===== src/rtl/gtech_rr_arb8_if.sv =====
// Request/grant bundle between the clients and the round-robin arbiter.
interface gtech_rr_arb8_if;
   logic [7:0] REQ;
   logic       EN;
   logic       ANY;
   logic [7:0] GNT;
   logic       GNT_VLD;
   logic [2:0] GNT_ID;

   // Client side: drives requests and enable, observes grants.
   modport master (
      output REQ,
      output EN,
      input  ANY,
      input  GNT,
      input  GNT_VLD,
      input  GNT_ID
   );

   // Arbiter side: observes requests, drives grants.
   modport slave (
      input  REQ,
      input  EN,
      output ANY,
      output GNT,
      output GNT_VLD,
      output GNT_ID
   );
endinterface


===== src/rtl/gtech_rr_arb8.sv =====
// Eight-client round-robin arbiter with registered one-hot grant and
// optional hold limit that forces rotation while others are waiting.
module gtech_rr_arb8 #(
   parameter int MAX_HOLD = 16
) (
   input logic             CP,
   input logic             CD,
   gtech_rr_arb8_if.slave  bus
);

   typedef enum logic {IDLE, OWNED} state_t;

   // Hold counter value at which the owner must give way.
   localparam int         LIM_I = (MAX_HOLD > 0) ? MAX_HOLD - 1 : 0;
   localparam logic [7:0] LIM   = LIM_I[7:0];

   state_t     state_q, state_d;
   logic [7:0] gnt_q, gnt_d;
   logic [2:0] gnt_id_q, gnt_id_d;
   logic       gnt_vld_q, gnt_vld_d;
   logic [2:0] ptr_q, ptr_d;
   logic [7:0] hcnt_q, hcnt_d;

   logic [7:0] others;
   logic       owner_req;
   logic       at_limit;
   logic [3:0] pick_all;
   logic [3:0] pick_oth;
   logic       grant_new;
   logic       release_gnt;
   logic [2:0] new_idx;

   // First set bit of mask searching from ptr+1 around to ptr; {found, idx}.
   function automatic logic [3:0] rr_pick(input logic [7:0] mask, input logic [2:0] ptr);
      logic       found;
      logic [2:0] idx;
      logic [2:0] cand;
      found = 1'b0;
      idx   = 3'd0;
      for (int k = 1; k <= 8; k++) begin
         cand = ptr + 3'(k);
         if (!found && mask[cand]) begin
            found = 1'b1;
            idx   = cand;
         end
      end
      return {found, idx};
   endfunction

   // Request detect is purely combinational so it works during reset.
   assign bus.ANY     = |bus.REQ;
   assign bus.GNT     = gnt_q;
   assign bus.GNT_VLD = gnt_vld_q;
   assign bus.GNT_ID  = gnt_id_q;

   // Next-state arbitration decision.
   always_comb begin
      state_d     = state_q;
      gnt_d       = gnt_q;
      gnt_id_d    = gnt_id_q;
      gnt_vld_d   = gnt_vld_q;
      ptr_d       = ptr_q;
      hcnt_d      = hcnt_q;
      grant_new   = 1'b0;
      release_gnt = 1'b0;
      new_idx     = 3'd0;

      others    = bus.REQ & ~gnt_q;
      owner_req = |(bus.REQ & gnt_q);
      at_limit  = (MAX_HOLD != 0) && (hcnt_q >= LIM);
      pick_all  = rr_pick(bus.REQ, ptr_q);
      pick_oth  = rr_pick(others, ptr_q);

      case (state_q)
         IDLE: begin
            if (bus.EN && pick_all[3]) begin
               grant_new = 1'b1;
               new_idx   = pick_all[2:0];
            end
         end
         OWNED: begin
            if (!owner_req) begin
               // Owner let go: hand over directly or fall back to idle.
               if (bus.EN && pick_oth[3]) begin
                  grant_new = 1'b1;
                  new_idx   = pick_oth[2:0];
               end else begin
                  release_gnt = 1'b1;
               end
            end else if (bus.EN && at_limit && pick_oth[3]) begin
               grant_new = 1'b1;
               new_idx   = pick_oth[2:0];
            end else if (!(bus.EN && at_limit)) begin
               // Counter parks at the limit so a newcomer rotates in next edge.
               hcnt_d = (hcnt_q == 8'hFF) ? hcnt_q : hcnt_q + 8'd1;
            end
         end
         default: release_gnt = 1'b1;
      endcase

      if (grant_new) begin
         state_d   = OWNED;
         gnt_d     = 8'b0000_0001 << new_idx;
         gnt_id_d  = new_idx;
         gnt_vld_d = 1'b1;
         ptr_d     = new_idx;
         hcnt_d    = 8'd0;
      end else if (release_gnt) begin
         state_d   = IDLE;
         gnt_d     = 8'd0;
         gnt_id_d  = 3'd0;
         gnt_vld_d = 1'b0;
         hcnt_d    = 8'd0;
      end
   end

   // State and registered outputs; cleared asynchronously by CD.
   always_ff @(posedge CP or negedge CD) begin
      if (!CD) begin
         state_q   <= IDLE;
         gnt_q     <= 8'd0;
         gnt_id_q  <= 3'd0;
         gnt_vld_q <= 1'b0;
         ptr_q     <= 3'd7;
         hcnt_q    <= 8'd0;
      end else begin
         state_q   <= state_d;
         gnt_q     <= gnt_d;
         gnt_id_q  <= gnt_id_d;
         gnt_vld_q <= gnt_vld_d;
         ptr_q     <= ptr_d;
         hcnt_q    <= hcnt_d;
      end
   end

endmodule


===== src/flat_wrapper.sv =====
// flat-port wrapper written by rule: the top's interface ports become plain ports
module gtech_rr_arb8_flat 
#(
   parameter int MAX_HOLD = 16
)
  (CP, CD, bus_REQ, bus_EN, bus_ANY, bus_GNT, bus_GNT_VLD, bus_GNT_ID);
  gtech_rr_arb8_if bus_i ();
  input logic CP;
  input logic CD;
  input wire logic [$bits(bus_i.REQ)-1:0] bus_REQ;
  input wire logic [$bits(bus_i.EN)-1:0] bus_EN;
  output wire logic [$bits(bus_i.ANY)-1:0] bus_ANY;
  output wire logic [$bits(bus_i.GNT)-1:0] bus_GNT;
  output wire logic [$bits(bus_i.GNT_VLD)-1:0] bus_GNT_VLD;
  output wire logic [$bits(bus_i.GNT_ID)-1:0] bus_GNT_ID;
  assign bus_i.REQ = bus_REQ;
  assign bus_i.EN = bus_EN;
  assign bus_ANY = bus_i.ANY;
  assign bus_GNT = bus_i.GNT;
  assign bus_GNT_VLD = bus_i.GNT_VLD;
  assign bus_GNT_ID = bus_i.GNT_ID;
  gtech_rr_arb8 #(.MAX_HOLD(MAX_HOLD)) u_core (.CP(CP), .CD(CD), .bus(bus_i));
endmodule

===== config.mk =====
export PLATFORM = sky130hd
export DESIGN_NAME = gtech_rr_arb8_flat
export DESIGN_NICKNAME = d
export VERILOG_FILES = /design/src/rtl/gtech_rr_arb8_if.sv /design/src/rtl/gtech_rr_arb8.sv /design/src/flat_wrapper.sv
export SDC_FILE = /design/constraint.sdc
export NUM_CORES = 1
export LEC_CHECK = 0
export ABC_AREA = 1
export BUFFER_PORTS_ARGS = -buffer_cell sky130_fd_sc_hd__buf_4
export CAP_MARGIN = 20
export CORE_AREA = 4 4 78 80
export DETAILED_ROUTE_END_ITERATION = 6
export DIE_AREA = 0 0 82 84
export PLACE_DENSITY = 0.81
export RECOVER_POWER = 100
export SYNTH_ARGS = -nofsm -noshare
export SYNTH_HDL_FRONTEND = slang
export SYNTH_SLANG_ARGS = --single-unit

===== constraint.sdc =====
create_clock -name CP -period 2.6 [get_ports CP]
set_input_delay 0.52 -clock CP [delete_from_list [all_inputs] [get_ports CP]]
set_output_delay 0.52 -clock CP [all_outputs]
set_load 0.1 [all_outputs]

==> summary.md, run 1 <==
The flow ran to the end, but the final reports show violations. The checks that failed: setup timing. Once layout is complete, the cells apart from fillers number 580. Register area share after synthesis: 21.8%.

For the total number of nets in the final design, the log shows 523. The worst register-to-register path begins at u_core.ptr_q[1]. The critical path arrival is 3120 ps. The worst clock skew came out at 5.25 ps.

Dividing the synthesized area by the synthesized cell count gives 6.21 µm². The sum of overflow across all layers after global routing is 0. The most common flop cell mapped by yosys was dfrtp_1. In this run the worst path has a maximum fanout of 7. The count of placed standard cells including taps is 547, and the share of the cycle needed by the critical path after routing is 113%. The tools report the max-cap check violation count as 0. Tracing the worst setup path back leads to its startpoint at u_core.ptr_q[1]. The final route contains 3,870 vias.

In this run the tightest slew margin relative to its limit is 15.3%. Cells with a size suffix above 1 make up 43.9% of the layout. HPWL after detailed placement: 6470 µm. Class of the tightest hold or removal check: in2async.

TritonCTS built the clock tree. The tools report the overall global routing resource usage as 29.9%. The mux share of post-synthesis cell area was 0%. The total inserted antenna cells was 0; the area share of the leading cell type in the synthesized netlist was 18.9%.

During synthesis, Yosys emitted a total of 0 warnings. For the count of routing violations after the opening detailed-route iteration, the log shows 462. The startpoint class of the critical path was a register. The commonest cells after synthesis are nand2_1, nand3_1, inv_1.

The tools report the number of antenna violations at the first check in global routing as 0. The pre-antenna-repair detailed-routing pass consisted of 5 iterations. Summing the areas of all compound-gate instances in the mapped netlist gives 7.50% of the synthesized area. Of the total synthesized cell area, the portion taken by full adders, half adders and majority gates is 1.41%. The remaining antenna violation count after routing came out at 0. Routability-driven placement finished with a final weighted congestion of 1.00. The total wire length was 12,600 µm; the clock sink count was 23.

For the final hold slack, the log shows 495 ps. In this run the tool buffered the top-level ports with 23 buffer cells. In this run the vertical extent of the chip is 84 µm. Summing all non-filler instances in the final layout gives an area of 0.00400 mm². Once placement finished, the instance area stood at 0.00315 mm².

The final critical path time including I/O delays and setup was 2930 ps; the area taken by multi-input logic gates was 0.00234 mm². In this run the clock root is driven by a clkbuf_8. The number of fill cells in the layout is 344. Wire length of the first global-routing pass: 16,400 µm. The class of the most critical setup path was reg2reg. The clock latency on the worst-skew pair was 270 ps.

In this run, distinct cell masters in the synthesized netlist total 39. The number of endpoints failing setup at the final stage was 23; the clock input transition at the sequential cells of the worst setup and hold paths was 90 ps. For the pin with the worst max-slew slack, the measured transition is 1270 ps. The category of the worst setup path capture point is a register. The die span in x was 82 µm; the mapped cell area was 0.00265 mm². The clock buffer count from CTS came out at 3.

After Yosys synthesis, XOR and XNOR cells account for 3.96% of the synthesized area. By area the synthesized netlist is led by dfrtp_1, nand2_1, nand3_1. Dividing the detail-routed via count by the number of cells gives 6.67. The combined flip-flop and latch cell area is 583 µm². The tools report the utilization after layout as 74.0%. Setup repair after global routing could not meet its margin everywhere. For the worst setup path, the data required time is 2790 ps.

The die covers 0.00689 mm². The initial core utilization is 49.1%. The synthesized design contains 23 register bits.

Area added between synthesis and finish: 50.7%. The synthesized design spends more area on one cell type than any other, namely dfrtp_1. The proportion of synthesized flip-flops having asynchronous set or reset was 100%. The number of pins with negative max-slew slack in the final report is 0. In the final routed layout, each cell accounts on average for 21.7 µm. The core region is 0.00541 mm². Derived from the worst setup path, the maximum achievable clock frequency is 341 MHz. Entering global routing, the biggest net connects 24 pins. In the synthesized netlist, the number of instances is 427.

After synthesis, the largest family of logic cells by area is simple AND/OR/NAND/NOR gates. The run gives 0 as the hold violation count in the final report. For this run, design rule violations remaining after detail routing come to 0. The tools report the via count of the first global-routing pass as 3,452. Counting every net in the synthesized netlist gives 441. In this run, synthesis inferred 0 flip-flops with an integrated enable. For the number of levels in the clock H-tree, the log shows 1. The most common cell in the synthesized netlist is nand2_1. The initialized floorplan defines 27 standard-cell rows. The clock passes through at most 2 buffers. Summing the areas of all and, or, nand and nor instances in the mapped netlist gives 53.0% of the synthesized area.

The final worst-path setup slack was -328 ps; the number of top-level pins was 24.
-- sequential cells by signal, summed over array words and instances (netlist names) --
| register | count |
|---|---|
| u_core.ptr_q | 3 |
| u_core.hcnt_q | 8 |
| u_core.bus.GNT | 8 |
| u_core.bus.GNT_ID | 3 |
| u_core.state_q | 1 |
-- worst paths after layout --
path	end	slack [ps]	cells past startpoint
max	u_core.bus.GNT[6]	-330	18
min	u_core.hcnt_q[7]	500	1
max reg2reg	u_core.bus.GNT[6]	-330	18
min reg2reg	u_core.bus.GNT_ID[2]	510	2
max in group asynchronous	u_core.bus.GNT[5]	1350	1
min in group CP	u_core.bus.GNT_ID[2]	510	2
-- critical path, stage by stage, from the launching register on --
cell and delay, ps:
dfstp_2 590, inv_2 70, ha_4 340, buf_6 120, nand3_4 80, nand3_4 110
nand2_4 70, inv_4 70, nand3_4 90, nor2_4 140, nand2_2 90, nor2_4 180
buf_4 150, nand3_1 110, nand3_2 130, nand2_2 100, nand2_4 140, nand3_1 130
o21ai_1 120
-- layer usage --
layer | vias to the layer above | global-route usage (%) | share of wire, %
met1 | 1738 | 34.2 | 33
met2 | 405 | 49.7 | 45
met3 | 164 | 6.59 | 11
met4 | 0 | 17.4 | 10
met5 | - | 0 | 0
li1 | 1563 | - | -
-- cell type report --
type | instances | area share, %
timing repair buffer | 88 | 17.5
tap | 72 | 2.25
clock buffer | 3 | 1.03
inverter | 60 | 6.01
sequential | 23 | 14.6
clock inverter | 1 | 0.125
multi-input combinational | 333 | 58.5
-- per-stage QoR --
stage               setup WS [ps]  setup TNS [ps]
finish                       -328           -4730
global route                 -411           -7360
CTS                         -18.9           -56.9
detailed placement           -241           -2000
global placement             -122            -617
floorplan                   -95.7           -1310
-- logic make-up after synthesis --
kind of cell               Yosys count
adders and majority gates            3
and+or+nand+nor                    288
xor gates and xnor gates             9
buffers and inverters               71
AOI/OAI and AO/OA                   33
DFF                                 23
-- placed cells by master (no fill, tap or decap), types with 11 or more instances in the layout --
cell type / count
buf_4: 60
buf_6: 11
inv_1: 50
nor2_1: 24
nand3_2: 35
nand3_1: 50
nand2_4: 12
nand3_4: 16
nand2_1: 84
dfrtp_1: 20
clkbuf_1: 11
nand2_2: 35
-- repair_timing --
action / 4_1_cts / 5_1_grt
resized for setup: 75 / 85
pin swaps: 40 / 49
hold buffers: 0 / 0
setup buffers: 17 / 13
endpoints found under the setup margin: 17 / 23
Power of run 1 is not shown: default switching activity piles up to over one toggle a cycle in this logic, so the estimate is an artifact.
==> run 2: changes to the inputs <==
--- a/config.mk
+++ b/config.mk
@@ -6,12 +6,12 @@
 export NUM_CORES = 1
 export LEC_CHECK = 0
 export ABC_AREA = 1
-export BUFFER_PORTS_ARGS = -buffer_cell sky130_fd_sc_hd__buf_4
 export CAP_MARGIN = 20
 export CORE_AREA = 4 4 78 80
 export DETAILED_ROUTE_END_ITERATION = 6
 export DIE_AREA = 0 0 82 84
-export PLACE_DENSITY = 0.81
+export DONT_BUFFER_PORTS = 1
+export PLACE_DENSITY = 0.77
 export RECOVER_POWER = 100
 export SYNTH_ARGS = -nofsm -noshare
 export SYNTH_HDL_FRONTEND = slang
==> constraint.sdc (replaced) <==
create_clock -name CP -period 2.5 [get_ports CP]
set_input_delay 0.5 -clock CP [delete_from_list [all_inputs] [get_ports CP]]
set_output_delay 0.5 -clock CP [all_outputs]
set_load 0.1 [all_outputs]
==> run 2 against run 1 <==
Compared with the run above: the run still ends with setup timing left; fmax is 3.9% higher; die area stayed put; core utilization is 0.60 points lower; critical path type unchanged.
==> summary.md, run 2 (synthesis results as in run 1) <==
The logs give 27 (unchanged) for the count of standard-cell rows and 3,111 (was 3,452) for the via count of the first global-routing pass. The run finished, with violations left. The logs give 0 (unchanged) for the number of antenna violations at the first check in global routing and 3 (unchanged) for the clock buffer count from CTS. Most frequent standard cell in the layout excluding fill and tap cells: nand2_1 (unchanged).

The tools report the number of endpoints failing setup at the final stage as 23 (unchanged). The die span in x is 82 µm (unchanged), and the count of port buffers added during placement is 0 (was 23). The average vias per placed instance was 5.88 (was 6.67); the number of fill cells in the layout was 372 (was 344). TritonCTS built the clock tree.

The slew at the pin closest to its max-slew limit is 1290 ps (was 1270 ps), and the number of detailed-routing iterations run before antenna repair is 6 (was 5). The tools report the final setup TNS as -5300 ps (was -4730 ps). The routed length per instance is 16.7 µm (was 21.7 µm). For the wire length of the first global-routing pass, the log shows 14,800 µm (was 16,400 µm). The tightest slew margin relative to the limit was 13.9% (was 15.3%).

The hold violation count in the final report was 0 (unchanged). The run gives 0 (unchanged) as the number of pins with negative max-slew slack in the final report. The critical path arrival is 3020 ps (was 3120 ps). The tools report the total wire length as 9810 µm (was 12,600 µm). The tools report the pre-CTS setup slack as -253 ps (was -241 ps). The run gives 21 (was 24) as the largest net degree at the start of global routing.

The launch point of the worst reg-to-reg path is u_core.ptr_q[0] (was u_core.ptr_q[1]). The logs give 2 (unchanged) for the maximum root-to-sink buffer count and 0.00689 mm² (unchanged) for the floorplan die area. For the clock sink count, the log shows 23 (unchanged). The final routed DRC violation total was 0 (unchanged). The launching element of the worst setup path was u_core.ptr_q[0] (was u_core.ptr_q[1]). The tools report the number of top-level pins as 24 (unchanged). The overall global routing resource usage came out at 27.2% (was 29.9%). Violated checks: setup timing (unchanged). The run gives -320 ps (was -330 ps) as the flop-to-flop setup slack. The class of the most critical setup path is reg2reg (unchanged). The number of levels in the clock H-tree is 1 (unchanged). The fmax is 355 MHz (was 341 MHz), and the vertical die dimension is 84 µm (unchanged).

Setup repair after global routing could not meet its margin everywhere. The share of the cycle needed by the critical path after routing was 113% (about the same). The area added between synthesis and finish came out at 49.5% (was 50.7%). The tools report the startpoint class of the critical path as a register (unchanged). Post-place instance area: 0.00312 mm² (was 0.00315 mm²). For the total via count in the routed design, the log shows 3,450 (was 3,870). The logs give 0.00397 mm² (was 0.00400 mm²) for the final design instance area without fill and 0 (unchanged) for the remaining antenna violation count after routing. The clock input transition at the sequential cells of the worst setup and hold paths is 90 ps (about the same), and the depth of the worst register-to-register path is 19 (was 18). The core box area is 0.00541 mm² (unchanged).

The tools report the category of the worst setup path capture point as a register (unchanged). The logs give 0 (unchanged) for the sum of overflow across all layers after global routing and 6450 µm (was 6470 µm) for the HPWL after detailed placement. The logs give 49.1% (unchanged) for the initial core utilization and 2710 ps (was 2790 ps) for the data required time at the worst endpoint. CTS root buffer: clkbuf_8 (unchanged).

The final worst-path setup slack is -320 ps (was -328 ps), and the biggest fanout along the worst timing path is 6 (was 7). The final critical path time including I/O delays and setup was 2820 ps (was 2930 ps). For the max-cap check violation count, the log shows 0 (unchanged). The worst clock skew is 2.05 ps (was 5.25 ps), and the weighted congestion reported at the end of routability-driven placement is 0.973 (was 1.00). The fraction of layout cells with a size suffix above 1 is 42.5% (was 43.9%), and the total inserted antenna cells is 0 (unchanged). The class of the tightest hold or removal check was in2async (unchanged). The count of routing violations after the opening detailed-route iteration was 332 (was 462); the total number of nets in the final design was 530 (was 523). The clock latency on the worst-skew pair is 260 ps (was 270 ps). Commonest non-fill, non-tap cells in the layout: nand2_1, buf_4, nand3_1 (was nand2_1, buf_4, inv_1, nand3_1).
[run 2: cell types whose count changed in the layout (fill, tap and decap cells not counted), sizes merged]
cell | previous run | this run
buf | 75 | 85
dlygate4sd3 | 0 | 1
clkbuf | 16 | 12
[run 2: layout make-up]
class	instances	area, µm²	share of cell area (%)
clock buffers	3	41.3	1.04
clock inverters	1	5.00	0.126
inverters	60	235	5.93
multi-input cells	333	2280	57.5
flip-flops and latches	23	583	14.7
well taps	72	90.1	2.27
repair buffers	95	733	18.5
[run 2: worst max-delay path, stage by stage, from the launching register on]
cell and delay [ps]:
dfstp_2 590, inv_6 40, ha_4 320, buf_8 150, nand3_4 80, nand2_4 90, nand2_2 50, nand2_2 100
nand3_4 90, nor2_4 140, nand2_2 90, nor2_4 150, nand2_1 80, o21ai_0 250, inv_1 90, nand2_2 90
nand2_4 80, nor2_4 130, nand2_1 70, nand2_1 60
[run 2: final timing paths]
path	endpoint
max in group asynchronous	u_core.bus.GNT[0]
worst min-delay path	u_core.ptr_q[1]
min in group CP	u_core.hcnt_q[1]
worst max-delay path	u_core.bus.GNT[1]
worst min register to register	u_core.hcnt_q[1]
worst max register to register	u_core.bus.GNT[1]
[run 2: metal layers]
layer	GRT usage [%]	wire, µm	vias to the layer above
li1	-	-	1572
met1	34.9	3810	1631
met2	44.7	4930	207
met3	3.67	682	40
met4	11.6	391	0
met5	0	0	-
[run 2: repair_timing]
item | CTS | global route
setup endpoints to repair | 22 | 23
cloned | 1 | 0
pin swaps | 25 | 50
hold buffers | 1 | 0
gates resized for setup | 55 | 81
setup buffers | 21 | 14
hold endpoints to repair | 20 | 0
[run 2: per-stage QoR]
| step | hold WS [ps] | util (%) | cells |
|---|---|---|---|
| 4_1_cts | 63.8 | 66.1 | 574 |
| 3_5_place_dp | 205 | 57.8 | 547 |
| 6_report | 67.3 | 73.4 | 587 |
| 2_1_floorplan | 204 | - | 427 |
| 3_3_place_gp | 205 | 57.8 | 547 |
| 5_1_grt | 49.5 | 73.4 | 587 |
Power of run 2 is left out for the same reason.
